===== config.mk =====
export PLATFORM = sky130hd
export DESIGN_NAME = corefifo_wr_stage
export DESIGN_NICKNAME = d
export VERILOG_FILES = /design/src/rtl/corefifo_pkg.sv /design/src/rtl/corefifo_wr_queue.sv /design/src/rtl/corefifo_wr_stage.sv
export SDC_FILE = /design/constraint.sdc
export NUM_CORES = 1
export LEC_CHECK = 0
export ABC_AREA = 1
export CAP_MARGIN = 0
export CORE_MARGIN = 2
export CORE_UTILIZATION = 36
export DETAILED_ROUTE_END_ITERATION = 10
export GPL_ROUTABILITY_DRIVEN = 0
export MAX_ROUTING_LAYER = met4
export PLACE_DENSITY_LB_ADDON = 0.25
export SLEW_MARGIN = 20
export SYNTH_ARGS = -nofsm -noshare
export SYNTH_HDL_FRONTEND = slang
export SYNTH_SLANG_ARGS = --single-unit

===== constraint.sdc =====
create_clock -name wr_clk -period 2.6 [get_ports wr_clk]
set_clock_uncertainty 0.15 [all_clocks]
set_input_delay 0.52 -clock wr_clk [delete_from_list [all_inputs] [get_ports wr_clk]]
set_output_delay 0.52 -clock wr_clk [all_outputs]
set_load 0.005 [all_outputs]

===== src/rtl/corefifo_pkg.sv =====
// Shared constants and elaboration helpers for the FIFO controller front-end stages.
package corefifo_pkg;

  localparam logic [1:0] Q_DEPTH = 2'd2;

  function automatic bit pack_legal(input int p);
    return (p == 1) || (p == 2) || (p == 4);
  endfunction

  // Lane index width; never below one bit so PACK=1 still has a counter.
  function automatic int lane_w(input int p);
    int w;
    w = 1;
    while ((1 << w) < p) w++;
    return w;
  endfunction

endpackage


===== src/rtl/corefifo_wr_queue.sv =====
// Two-entry queue of packed words sitting between the lane packer and the FIFO controller.
module corefifo_wr_queue
  import corefifo_pkg::*;
#(
  parameter int FWIDTH = 10
) (
  input  logic              wr_clk,
  input  logic              reset_wclk,
  input  logic              push,
  input  logic              pop,
  input  logic [FWIDTH-1:0] push_data,
  output logic [FWIDTH-1:0] head,
  output logic [1:0]        q_cnt,
  output logic [1:0]        q_cnt_next
);

  logic [FWIDTH-1:0] mem0;
  logic [FWIDTH-1:0] mem1;

  always_comb begin
    q_cnt_next = q_cnt;
    if (push && !pop && (q_cnt != Q_DEPTH))
      q_cnt_next = q_cnt + 2'd1;
    else if (pop && !push && (q_cnt != 2'd0))
      q_cnt_next = q_cnt - 2'd1;
  end

  always_ff @(posedge wr_clk) begin
    if (reset_wclk)
      q_cnt <= 2'd0;
    else
      q_cnt <= q_cnt_next;
  end

  // mem0 is always the head; entries shift down on a pop.
  always_ff @(posedge wr_clk) begin
    if (pop) begin
      mem0 <= (push && (q_cnt == 2'd1)) ? push_data : mem1;
      if (push && (q_cnt == Q_DEPTH))
        mem1 <= push_data;
    end else if (push) begin
      if (q_cnt == 2'd0)
        mem0 <= push_data;
      else if (q_cnt == 2'd1)
        mem1 <= push_data;
    end
  end

  assign head = mem0;

endmodule


===== src/rtl/corefifo_wr_stage.sv =====
// Write-side front end: packs PACK producer words into one FIFO word, buffers two
// packed words and forwards them to the controller while it is not full.
module corefifo_wr_stage
  import corefifo_pkg::*;
#(
  parameter int WWIDTH    = 10,
  parameter int PACK      = 1,
  parameter int WRITE_LOW = 1
) (
  input  logic                   wr_clk,
  input  logic                   reset_wclk,
  input  logic                   wr_en,
  input  logic [WWIDTH-1:0]      din,
  input  logic                   flush,
  input  logic                   fifo_full,
  output logic                   wr_ready,
  output logic                   fifo_wr_en,
  output logic [WWIDTH*PACK-1:0] fifo_din,
  output logic                   wr_ack,
  output logic                   overflow,
  output logic                   idle
);

  localparam int FWIDTH = WWIDTH * PACK;
  localparam int LW     = lane_w(PACK);
  localparam logic [LW-1:0] LAST_LANE = LW'(PACK - 1);

  if (!pack_legal(PACK)) begin : g_pack_chk
    $error("corefifo_wr_stage: PACK must be 1, 2 or 4");
  end

  logic              we_p;
  logic              accept;
  logic              pop;
  logic              push;
  logic              flush_go;
  logic [LW-1:0]     lane_cnt;
  logic [LW-1:0]     lane_cnt_next;
  logic [FWIDTH-1:0] pack_q;
  logic [FWIDTH-1:0] pack_next;
  logic [FWIDTH-1:0] lane_data;
  logic [FWIDTH-1:0] push_data;
  logic [1:0]        q_cnt;
  logic [1:0]        q_cnt_next;

  assign we_p       = (WRITE_LOW != 0) ? ~wr_en : wr_en;
  assign accept     = we_p & wr_ready;
  assign fifo_wr_en = (q_cnt != 2'd0) & ~fifo_full & ~reset_wclk;
  assign pop        = fifo_wr_en;
  assign flush_go   = flush & ~accept & (lane_cnt != '0) & ((q_cnt < Q_DEPTH) | pop);
  assign idle       = (lane_cnt == '0) & (q_cnt == 2'd0);

  // The pack register is cleared after every push, so a flushed partial word
  // already carries zeros in its unfilled lanes.
  always_comb begin
    lane_data = pack_q;
    lane_data[int'(lane_cnt)*WWIDTH +: WWIDTH] = din;
    push          = 1'b0;
    push_data     = pack_q;
    pack_next     = pack_q;
    lane_cnt_next = lane_cnt;
    if (accept) begin
      if (lane_cnt == LAST_LANE) begin
        push          = 1'b1;
        push_data     = lane_data;
        pack_next     = '0;
        lane_cnt_next = '0;
      end else begin
        pack_next     = lane_data;
        lane_cnt_next = lane_cnt + 1'b1;
      end
    end else if (flush_go) begin
      push          = 1'b1;
      pack_next     = '0;
      lane_cnt_next = '0;
    end
  end

  // Ready only drops when the next accept would complete a pack with no free slot.
  always_ff @(posedge wr_clk) begin
    if (reset_wclk) begin
      lane_cnt <= '0;
      pack_q   <= '0;
      wr_ready <= 1'b0;
      wr_ack   <= 1'b0;
      overflow <= 1'b0;
    end else begin
      lane_cnt <= lane_cnt_next;
      pack_q   <= pack_next;
      wr_ready <= (q_cnt_next < Q_DEPTH) | (lane_cnt_next != LAST_LANE);
      wr_ack   <= accept;
      overflow <= overflow | (we_p & ~wr_ready);
    end
  end

  corefifo_wr_queue #(
    .FWIDTH (FWIDTH)
  ) u_queue (
    .wr_clk     (wr_clk),
    .reset_wclk (reset_wclk),
    .push       (push),
    .pop        (pop),
    .push_data  (push_data),
    .head       (fifo_din),
    .q_cnt      (q_cnt),
    .q_cnt_next (q_cnt_next)
  );

endmodule


After elaboration in Yosys (flattened, before gate mapping)
Cells that the tools add are included.

storage, ports and cells
  register bits = 36
  input bits = 15

operators by class
  add/subtract/negate cells = 4
  multipliers = 1
  $lt $le $gt $ge = 2
  equality and inequality tests = 5
  shift-type cells = 2
  multiplexer cells = 23
  bitwise logic cells = 17
  reduce and logical (&&, ||, !) cells = 16

operator list
  kind                        number
  $mux W10                    14
  $neg A5 Y33                 1
  $shift A10 B33 Y10 const A  1
  $shiftx A10 B33 Y10         1
  $bwmux W10                  1
  $reduce_bool A2 Y1          5
  $and A1 B1 Y1               8
  $logic_and A1 B1 Y1         6
  $mux W1                     6
  $not A1 Y1                  6
  $lt A2 B2 Y1 const B        2
  $mul A1 B3 Y4 const B       1
  $mux W2                     2
  $ne A2 B2 Y1 const B        2
  $reduce_and A4 Y1           1
  $or A1 B1 Y1                3
  $add A2 B1 Y2 const B       1
  $eq A2 B1 Y1 const B        1
  $eq A2 B2 Y1 const B        1
  $logic_not A1 Y1            2
  $logic_not A2 Y1            1
  $ne A2 B1 Y1 const B        1
  $reduce_and A2 Y1           1
  $sub A2 B1 Y2 const B       1
  $add A1 B1 Y1 const B       1

Depth between registers and ports, before layout
Gate-level depths: netlist (run 1).

  depth in word-level cells = 15
  mapped depth = 11
  mapped depth without buffers = 11

Hierarchy
From an unflattened synthesis (run 1), not the netlist that was laid out.

second synthesis, totals
  cell total of the unflattened synthesis = 151
  area, all modules = 1552.7 um^2

modules (own cells, without submodules)
  module             instances  cells an instance  area an instance (um^2)
  corefifo_wr_queue  1          60                 900.9
  corefifo_wr_stage  1          91                 651.9

Worst setup path before layout (run 1)
OpenSTA, ideal clock, no wires.

  path type = register to register
  start point = reg u_queue.q_cnt[1]
  end point = reg u_queue.mem1[0], enable pin
  data arrival time = 1981 ps
  data required time = 2055 ps
  path slack = 73 ps
  stages on the path, launching flop included = 8
  clock period less this slack = 2527 ps
  path through = dfxtp_1 > inv_1 > ha_1 > nor2_2 > nand2_4 > inv_1 > nand2_1 > a221oi_1

between the ends
  longest elaborated chain between the ends = 10
  elaborated cells between the ends (all ways) = 17

ends and longest elaborated chain
  item                                  RTL line                 source
  start, declared                       corefifo_wr_queue.sv:13  output logic [1:0] q_cnt,
  start signal, assigned                corefifo_wr_queue.sv:32  q_cnt <= q_cnt_next;
  $reduce_bool A2 Y1 *                  corefifo_wr_stage.sv:48  assign fifo_wr_en = (q_cnt != 2'd0) & ~fifo_full & ~reset_wclk;
  $and A1 B1 Y1 * (2 in series)         corefifo_wr_stage.sv:48
  named net fifo_wr_en                  corefifo_wr_stage.sv:17  output logic fifo_wr_en,
  $or A1 B1 Y1                          corefifo_wr_stage.sv:50  assign flush_go = flush & ~accept & (lane_cnt != '0) & ((q_cnt < Q_DEPTH) | pop);
  $and A1 B1 Y1                         corefifo_wr_stage.sv:50
  $mux W1                               corefifo_wr_stage.sv:72  end else if (flush_go) begin
  $mux W1                               corefifo_wr_stage.sv:62  if (accept) begin
  $logic_and A1 B1 Y1                   corefifo_wr_queue.sv:39  if (push && (q_cnt == Q_DEPTH))
  $ne A2 B1 Y1 (no source line)         n/a
  $reduce_and A4 Y1 (no source line) *  n/a
  end signal, assigned                  corefifo_wr_queue.sv:40  mem1 <= push_data;
  end signal, assigned                  corefifo_wr_queue.sv:45  mem1 <= push_data;
  end, declared                         corefifo_wr_queue.sv:18  logic [FWIDTH-1:0] mem1;

The timed path passes the listed nets; every way through them passes the cells marked *.
A chain may end at the register's enable or synchronous reset.

Worst setup path in the final report (run 1)
  start point = reg u_queue.q_cnt[1]
  end point = out fifo_wr_en

between the ends
  longest elaborated chain between the ends = 3

ends and longest elaborated chain
  item                         RTL line
  $reduce_bool A2 Y1           corefifo_wr_stage.sv:48
  $and A1 B1 Y1 (2 in series)  corefifo_wr_stage.sv:48
  end, declared                corefifo_wr_stage.sv:17

No other way between the ends.

==> results of run 1 <==
-- cell usage after synthesis (all sizes together) --
master   n
inv     10
edfxtp  20
o21ai    1
a21oi    2
ha       4
a221oi   1
nand4    2
nand3   15
clkbuf   2
nand2   66
nor2    19
buf      2
dfxtp   16
-- sequential cells by signal, summed over array words and instances, names as in the netlist --
register	cells
pack_q	10
u_queue.head	10
u_queue.mem1	10
u_queue.q_cnt	2
lane_cnt	1
overflow	1
wr_ack	1
wr_ready	1
-- worst max-delay path, delay by kind of cell, from the launching register on --
kind / cells / cell delay (ns)
flops: 1 / 0.37
fa+ha+maj: 1 / 0.23
simple gates: 2 / 0.25
buf+inv: 3 / 0.68
-- stage by stage --
step	cell area, um2	hold slack (ns)	utilization (%)	total power, mW
6_report	1960	0.304	48.9	1.34
5_1_grt	1960	0.341	48.9	1.41
4_1_cts	1960	0.304	48.9	1.35
3_5_place_dp	1850	0.294	46.1	0.870
3_3_place_gp	1850	0.288	46.1	0.864
2_1_floorplan	1490	0.281	-	0.768
-- logic make-up after synthesis --
kind of cell	synth area share [%]
compound gates	1.85
fa+ha+maj	3.37
buf+inv	4.12
flops	62.0
simple gates	28.7
-- power by group --
part	switching [mW]	internal, mW
Combinational	0.106	0.102
Sequential	0.00960	0.639
Clock	0.196	0.283
-- final timing paths --
kind               startpoint         endpoint  slack (ns)  cells after the start
max          u_queue.q_cnt[1]       fifo_wr_en        0.11                      6
min                 pack_q[0]        pack_q[0]        0.30                      2
max reg2reg  u_queue.q_cnt[1]  u_queue.head[5]        0.40                     11
min reg2reg         pack_q[0]        pack_q[0]        0.30                      2
-- layout make-up --
cell class              instances  area (um2)  share of cell area [%]
flip-flops and latches         36         921                    47.1
multi-input cells             110         504                    25.8
repair buffers                 33         320                    16.4
clock buffers                   5        68.8                    3.52
well taps                      50        62.6                    3.20
clock inverters                 3        42.5                    2.17
inverters                      10        37.5                    1.92
-- per-layer routing --
layer | part of all wire, % | vias to the layer above | global-route usage, % | wire length, um
li1 | - | 591 | - | -
met5 | 0 | - | - | 0
met2 | 44 | 45 | 20.1 | 1180
met3 | 7.3 | 6 | 5.43 | 198
met1 | 47 | 498 | 17.1 | 1260
met4 | 2.5 | 0 | 8.00 | 68
==> results.yml, run 1 <==
yosys:
  ys_seq_elements: 36
  synth_cells: 160
  netlist-cell-type-count: 19
  synth_area_mm2: 0.00149
  synth_top_area_share_pct: 40.4
  syn_avg_cell_area_um2: 9.29
  ys.warnings.count: 0
  syn-num-nets: 179
  ys_seq_area_share_pct: 62.0
  synth_top_cells_by_area: "edfxtp_1 40%, dfxtp_1 22%, nand2_1 16%, nand3_1 4.7%, nor2_1 4.5%"
  synth_top_cell_by_area: "edfxtp_1"
sta:
  finalCritPeriodShare_pct: 95.7
  drv_slew: 0
  fmax_mhz: 402
  period_minus_slack_ns: 2.49
  finalHoldViolations: 0
  fin_tns_setup_ns: 0
  fin_ws_ns: 0.113
  setup_violations: 0
  relSlewSlack_pct: 70.2
  tightest_slew_ns: 0.448
  rsz0062_at_grt: "no"
clock_tree:
  cts_buffer_depth: 2
  insertion_delay_ns: 0.29
  cts-root-buf: "clkbuf_8"
  clkTransAtPathRegs_ns: 0.07
  cts_setup_buffers: 0
  ctsResizeCount: 0
  numCtsBuffers: 5
  clkSinkCount: 36
  hold_buffers: 0
  tritoncts: "yes"
  htreeDepth: 2
finish:
  diodes: 0
  area_growth_pct: 31.7
  final_common_cell: "nand2_1"
  fillers: 369
  fin_nets: 215
  drive_gt1_share_pct: 10.2
  instances_no_fill: 247
  layout_common_cells: "63 x nand2_1, 29 x clkdlybuf4s50_1, 20 x edfxtp_1"
pwr:
  p_leak_nw: 0.852
  vdd_ir_drop_max_mv: 0.621
  powerDensity_mw_per_mm2: 683
hold_path:
  hp-class: "register to register"
outcome:
  status: "complete, no violations"
critical_path:
  required_ns: 1.93
  cp_cell_sequence: "inv_1 > ha_1 > nor2_2 > nand2_4 > inv_1 > clkdlybuf4s50_1"
  arrival_ns: 1.82
  startpoint_type: "register"
  worst_setup_path_end_kind: "output port"
  cp_slowest_stage_delay_ns: 0.50
  cp_max_fo: 5
  slowest_stage: "clkdlybuf4s50_1"
  cpMostUsedCell: "inv_1"
  crit_type: "register to output port"
detailed_routing:
  remaining_drc_errors: 0
  ant_nets: 0
  viasPerCell: 4.62
  firstDrtPassIters: 4
  drtIter0Drc: 24
  wl_per_cell_um: 10.9
  num_vias: 1140
  wl_um: 2700
placement:
  place_ws_ns: 0.0788
  dpl.hpwl_um: 2060
  portBuffers: 29
  dp.cells: 239
global_route:
  grt_usage_pct: 14.1
  grt_pass1_wl_um: 4660
  grt_pass1_vias: 1072
  overflow: 0
  grt_max_degree: 13
  antenna_found_initial: 0
floorplanning:
  ios: 30
  fp.dieW_um: 68.3
  core_mm2: 0.00400
  rows: 23
  chipHeight_um: 68.3
  initial_utilization_pct: 37.2
  dieArea_mm2: 0.00466
job:
  cap_violations: 0
No activity file was read; power rests on OpenSTA's default activity.
==> run 2: changes to the inputs <==
--- a/config.mk
+++ b/config.mk
@@ -8,7 +8,8 @@
 export ABC_AREA = 1
 export CAP_MARGIN = 0
 export CORE_MARGIN = 2
-export CORE_UTILIZATION = 36
+export CORE_UTILIZATION = 45
+export CTS_CLUSTER_SIZE = 12
 export DETAILED_ROUTE_END_ITERATION = 10
 export GPL_ROUTABILITY_DRIVEN = 0
 export MAX_ROUTING_LAYER = met4
==> results.yml, run 2 (synthesized netlist as in run 1, its figures left out) <==
clock_tree:
  numCtsBuffers: 5
  htreeDepth: 2
  tritoncts: "yes"
  cts-root-buf: "clkbuf_4"
  cts_buffer_depth: 2
  insertion_delay_ns: 0.32
  clkTransAtPathRegs_ns: 0.11
  clkSinkCount: 36
detailed_routing:
  firstDrtPassIters: 4
  ant_nets: 0
  num_vias: 1154
  drtIter0Drc: 31
  remaining_drc_errors: 0
  viasPerCell: 4.79
  wl_um: 2800
  wl_per_cell_um: 11.6
global_route:
  grt_max_degree: 13
  grt_usage_pct: 18.1
  antenna_found_initial: 0
  grt_pass1_wl_um: 4800
  overflow: 0
  grt_pass1_vias: 1079
sta:
  fin_tns_setup_ns: 0
  fmax_mhz: 404
  finalHoldViolations: 0
  period_minus_slack_ns: 2.47
  relSlewSlack_pct: 67.8
  drv_slew: 0
  setup_violations: 0
  tightest_slew_ns: 0.482
  rsz0062_at_grt: "no"
  finalCritPeriodShare_pct: 95.1
job:
  cap_violations: 0
pwr:
  combPwrFrac_pct: 18.0
  internal-power_mw: 0.874
  p_sw_mw: 0.296
  seq_power_share_pct: 55.4
  vdd_ir_drop_max_mv: 0.387
  p_leak_nw: 0.829
  powerDensity_mw_per_mm2: 614
  sw_frac_of_total_pct: 25.3
  p_clk_share_pct: 26.6
placement:
  place_area_mm2: 0.00184
  portBuffers: 29
  dpl.hpwl_um: 2100
critical_path:
  startpoint_type: "register"
  cp_max_fo: 5
  required_ns: 1.93
  worst_setup_path_end_kind: "output port"
  crit_type: "register to output port"
  arrival_ns: 1.80
floorplanning:
  initial_utilization_pct: 47.9
  ios: 30
  chipHeight_um: 61.5
  core_mm2: 0.00310
  dieArea_mm2: 0.00378
  rows: 20
  fp.dieW_um: 61.5
finish:
  drive_gt1_share_pct: 10.7
  fin_area_mm2: 0.00190
  fin_nets: 215
  layout_common_cells: "63 x nand2_1, 29 x clkdlybuf4s50_1, 20 x edfxtp_1"
  diodes: 0
  final_common_cell: "nand2_1"
  area_growth_pct: 28.1
hold_path:
  hp-class: "register to register"
outcome:
  status: "complete, no violations"
## run 2: final cells by class
cell class	instances	area [um2]
multi-input combinational	110	507
inverter	10	37.5
timing repair buffer	33	320
fill	275	1200
tap	44	55.1
clock buffer	7	55.1
clock inverter	1	7.51
sequential	36	922
## run 2: per-stage QoR
step	std cells	util (%)	worst slack [ns]	hold WS (ns)	power, mW
after floorplan	160	-	0.0733	0.281	0.768
after global placement	233	59.2	0.171	0.288	0.866
after detailed placement	233	59.2	0.105	0.294	0.870
after CTS	241	61.3	0.0479	0.310	1.18
after global routing	241	61.4	0.0209	0.331	1.23
final	241	61.4	0.126	0.307	1.17
## run 2: power groups by stage
| stage | Combinational (mW) | Clock, mW | Sequential [mW] |
|---|---|---|---|
| floorplan | 0.103 | 0 | 0.665 |
| global placement | 0.204 | 0 | 0.661 |
| detailed placement | 0.208 | 0 | 0.662 |
| CTS | 0.211 | 0.318 | 0.649 |
| global route | 0.237 | 0.344 | 0.652 |
| finish | 0.211 | 0.311 | 0.649 |
## run 2: worst paths after layout
path                          end  cells past startpoint  slack, ns              from
setup / recovery       fifo_wr_en                      6       0.13  u_queue.q_cnt[0]
hold / removal          pack_q[8]                      2       0.31         pack_q[8]
setup reg to reg  u_queue.head[6]                     11       0.41  u_queue.q_cnt[0]
hold reg to reg         pack_q[8]                      2       0.31         pack_q[8]
## run 2: repair_timing
item,in CTS,in global routing
hold buffers,0,0
endpoints found under the hold margin,0,0
resized for setup,0,2
setup endpoints to repair,0,1
buffers inserted,0,0
## run 2: per-layer routing
| metal | vias to the layer above | part of all wire, % | GRT usage, % |
|---|---|---|---|
| met5 | - | 0 | - |
| met4 | 0 | 1.2 | 8.21 |
| met3 | 6 | 5.4 | 4.62 |
| met2 | 35 | 50 | 29.3 |
| met1 | 525 | 43 | 21.0 |
| li1 | 588 | - | - |
## run 2: worst max-delay path: stages (launching register included)
cell	delay, ns
dfxtp_1	0.35
inv_1	0.10
ha_2	0.22
nor2_2	0.13
nand2_4	0.09
inv_1	0.09
clkdlybuf4s50_1	0.50
==> run 3: changes to the inputs <==
--- a/config.mk
+++ b/config.mk
@@ -7,8 +7,8 @@
 export LEC_CHECK = 0
 export ABC_AREA = 1
 export CAP_MARGIN = 0
-export CORE_MARGIN = 2
 export CORE_UTILIZATION = 45
+export CTS_BUF_LIST = sky130_fd_sc_hd__clkbuf_16
 export CTS_CLUSTER_SIZE = 12
 export DETAILED_ROUTE_END_ITERATION = 10
 export GPL_ROUTABILITY_DRIVEN = 0
==> constraint.sdc (replaced) <==
create_clock -name wr_clk -period 3.1 [get_ports wr_clk]
set_clock_uncertainty 0.15 [all_clocks]
set_input_delay 0.62 -clock wr_clk [delete_from_list [all_inputs] [get_ports wr_clk]]
set_output_delay 0.62 -clock wr_clk [all_outputs]
set_load 0.005 [all_outputs]
==> results.yml, run 3 (synthesized netlist as in run 1, its figures left out) <==
outcome:
  status: "complete, no violations"
detailed_routing:
  drtIter0Drc: 21
  num_vias: 1170
  ant_nets: 0
  wl_per_cell_um: 11.2
  firstDrtPassIters: 4
  viasPerCell: 4.90
  remaining_drc_errors: 0
  wl_um: 2670
sta:
  rsz0062_at_grt: "no"
  fin_ws_ns: 0.369
  relSlewSlack_pct: 68.7
  finalCritPeriodShare_pct: 88.1
  period_minus_slack_ns: 2.73
  fin_tns_setup_ns: 0
  finalHoldViolations: 0
  fmax_mhz: 366
  setup_violations: 0
  tightest_slew_ns: 0.469
  drv_slew: 0
floorplanning:
  chipHeight_um: 59.5
  fp.dieW_um: 59.5
  ios: 30
  initial_utilization_pct: 47.9
  core_mm2: 0.00310
  dieArea_mm2: 0.00354
  rows: 20
clock_tree:
  cts_setup_buffers: 0
  clkTransAtPathRegs_ns: 0.05
  tritoncts: "yes"
  htreeDepth: 2
  numCtsBuffers: 5
  clkSinkCount: 36
  hold_buffers: 0
  cts-root-buf: "clkbuf_16"
  cts_buffer_depth: 2
  ctsResizeCount: 0
  insertion_delay_ns: 0.27
pwr:
  p_leak_nw: 0.866
  power_mw: 1.26
  vdd_ir_drop_max_mv: 0.416
  powerDensity_mw_per_mm2: 634
finish:
  multi_input_area_um2: 504
  final_common_cell: "nand2_1"
  layout_common_cells: "63 x nand2_1, 29 x clkdlybuf4s50_1, 20 x edfxtp_1"
  fin_area_mm2: 0.00199
  instances_no_fill: 239
  area_growth_pct: 33.6
  fin_nets: 213
  diodes: 0
  final-seq-area_um2: 921
  drive_gt1_share_pct: 8.21
  fillers: 270
critical_path:
  cp_max_fo: 5
  cp_cell_sequence: "clkdlybuf4s50_1 > inv_2 > nand2_4 > inv_1 > clkdlybuf4s50_1"
  startpoint_type: "primary input"
  worst_setup_path_end_kind: "output port"
  cpMostUsedCell: "clkdlybuf4s50_1"
  arrival_ns: 1.96
  slowest_stage: "clkdlybuf4s50_1"
  crit_type: "primary input to output port"
  required_ns: 2.33
  cp_slowest_stage_delay_ns: 0.52
global_route:
  grt_usage_pct: 19.1
  grt_max_degree: 13
  overflow: 0
  grt_pass1_wl_um: 4670
  antenna_found_initial: 0
  grt_pass1_vias: 1147
placement:
  dpl.hpwl_um: 2000
  place_area_mm2: 0.00182
  portBuffers: 29
  place_ws_ns: 0.352
  dp.cells: 231
hold_path:
  hp-class: "register to register"
job:
  cap_violations: 0
[run 3: changes by cell type in the layout (fill, tap and decap cells not counted), sizes merged]
cell,change
clkbuf,-2
clkinvlp,-1
bufinv,+1
buf,-2
clkinv,+2
[run 3: layer usage]
layer  up-vias  track usage [%]  share of wire (%)
met5         -                -                  0
met4         0             7.14               0.60
met3         2             7.86                5.4
met2        39             34.0                 52
met1       540             18.2                 42
li1        589                -                  -
[run 3: power by group]
| part | internal [mW] | leakage, nW | switching, mW | total [mW] |
|---|---|---|---|---|
| Clock | 0.373 | 0.0789 | 0.170 | 0.542 |
| Combinational | 0.0833 | 0.467 | 0.0877 | 0.171 |
| Sequential | 0.537 | 0.320 | 0.00843 | 0.545 |
[run 3: metrics by stage]
| stage | utilization (%) | hold WS (ns) |
|---|---|---|
| global placement | 58.8 | 0.288 |
| CTS | 64.0 | 0.304 |
| finish | 64.0 | 0.301 |
| floorplan | - | 0.281 |
| global route | 64.0 | 0.334 |
| detailed placement | 58.8 | 0.297 |
[run 3: critical path: cells and delay by family]
family	cells	cell delay, ns
AND/OR/NAND/NOR	1	0.08
buffers and inverters	4	1.25
[run 3: worst paths after layout]
kind                     from               to  slack (ns)  cells after the start
min                 pack_q[6]        pack_q[6]        0.30                      2
min reg2reg         pack_q[6]        pack_q[6]        0.30                      2
max                reset_wclk       fifo_wr_en        0.37                      5
max reg2reg  u_queue.q_cnt[1]  u_queue.head[2]        0.91                     10
[run 3: cell type report]
cell class / count / area share (%)
tap: 44 / 2.77
clock buffer: 5 / 6.30
inverter: 10 / 1.89
sequential: 36 / 46.4
timing repair buffer: 31 / 15.4
clock inverter: 3 / 1.89
multi-input combinational: 110 / 25.4
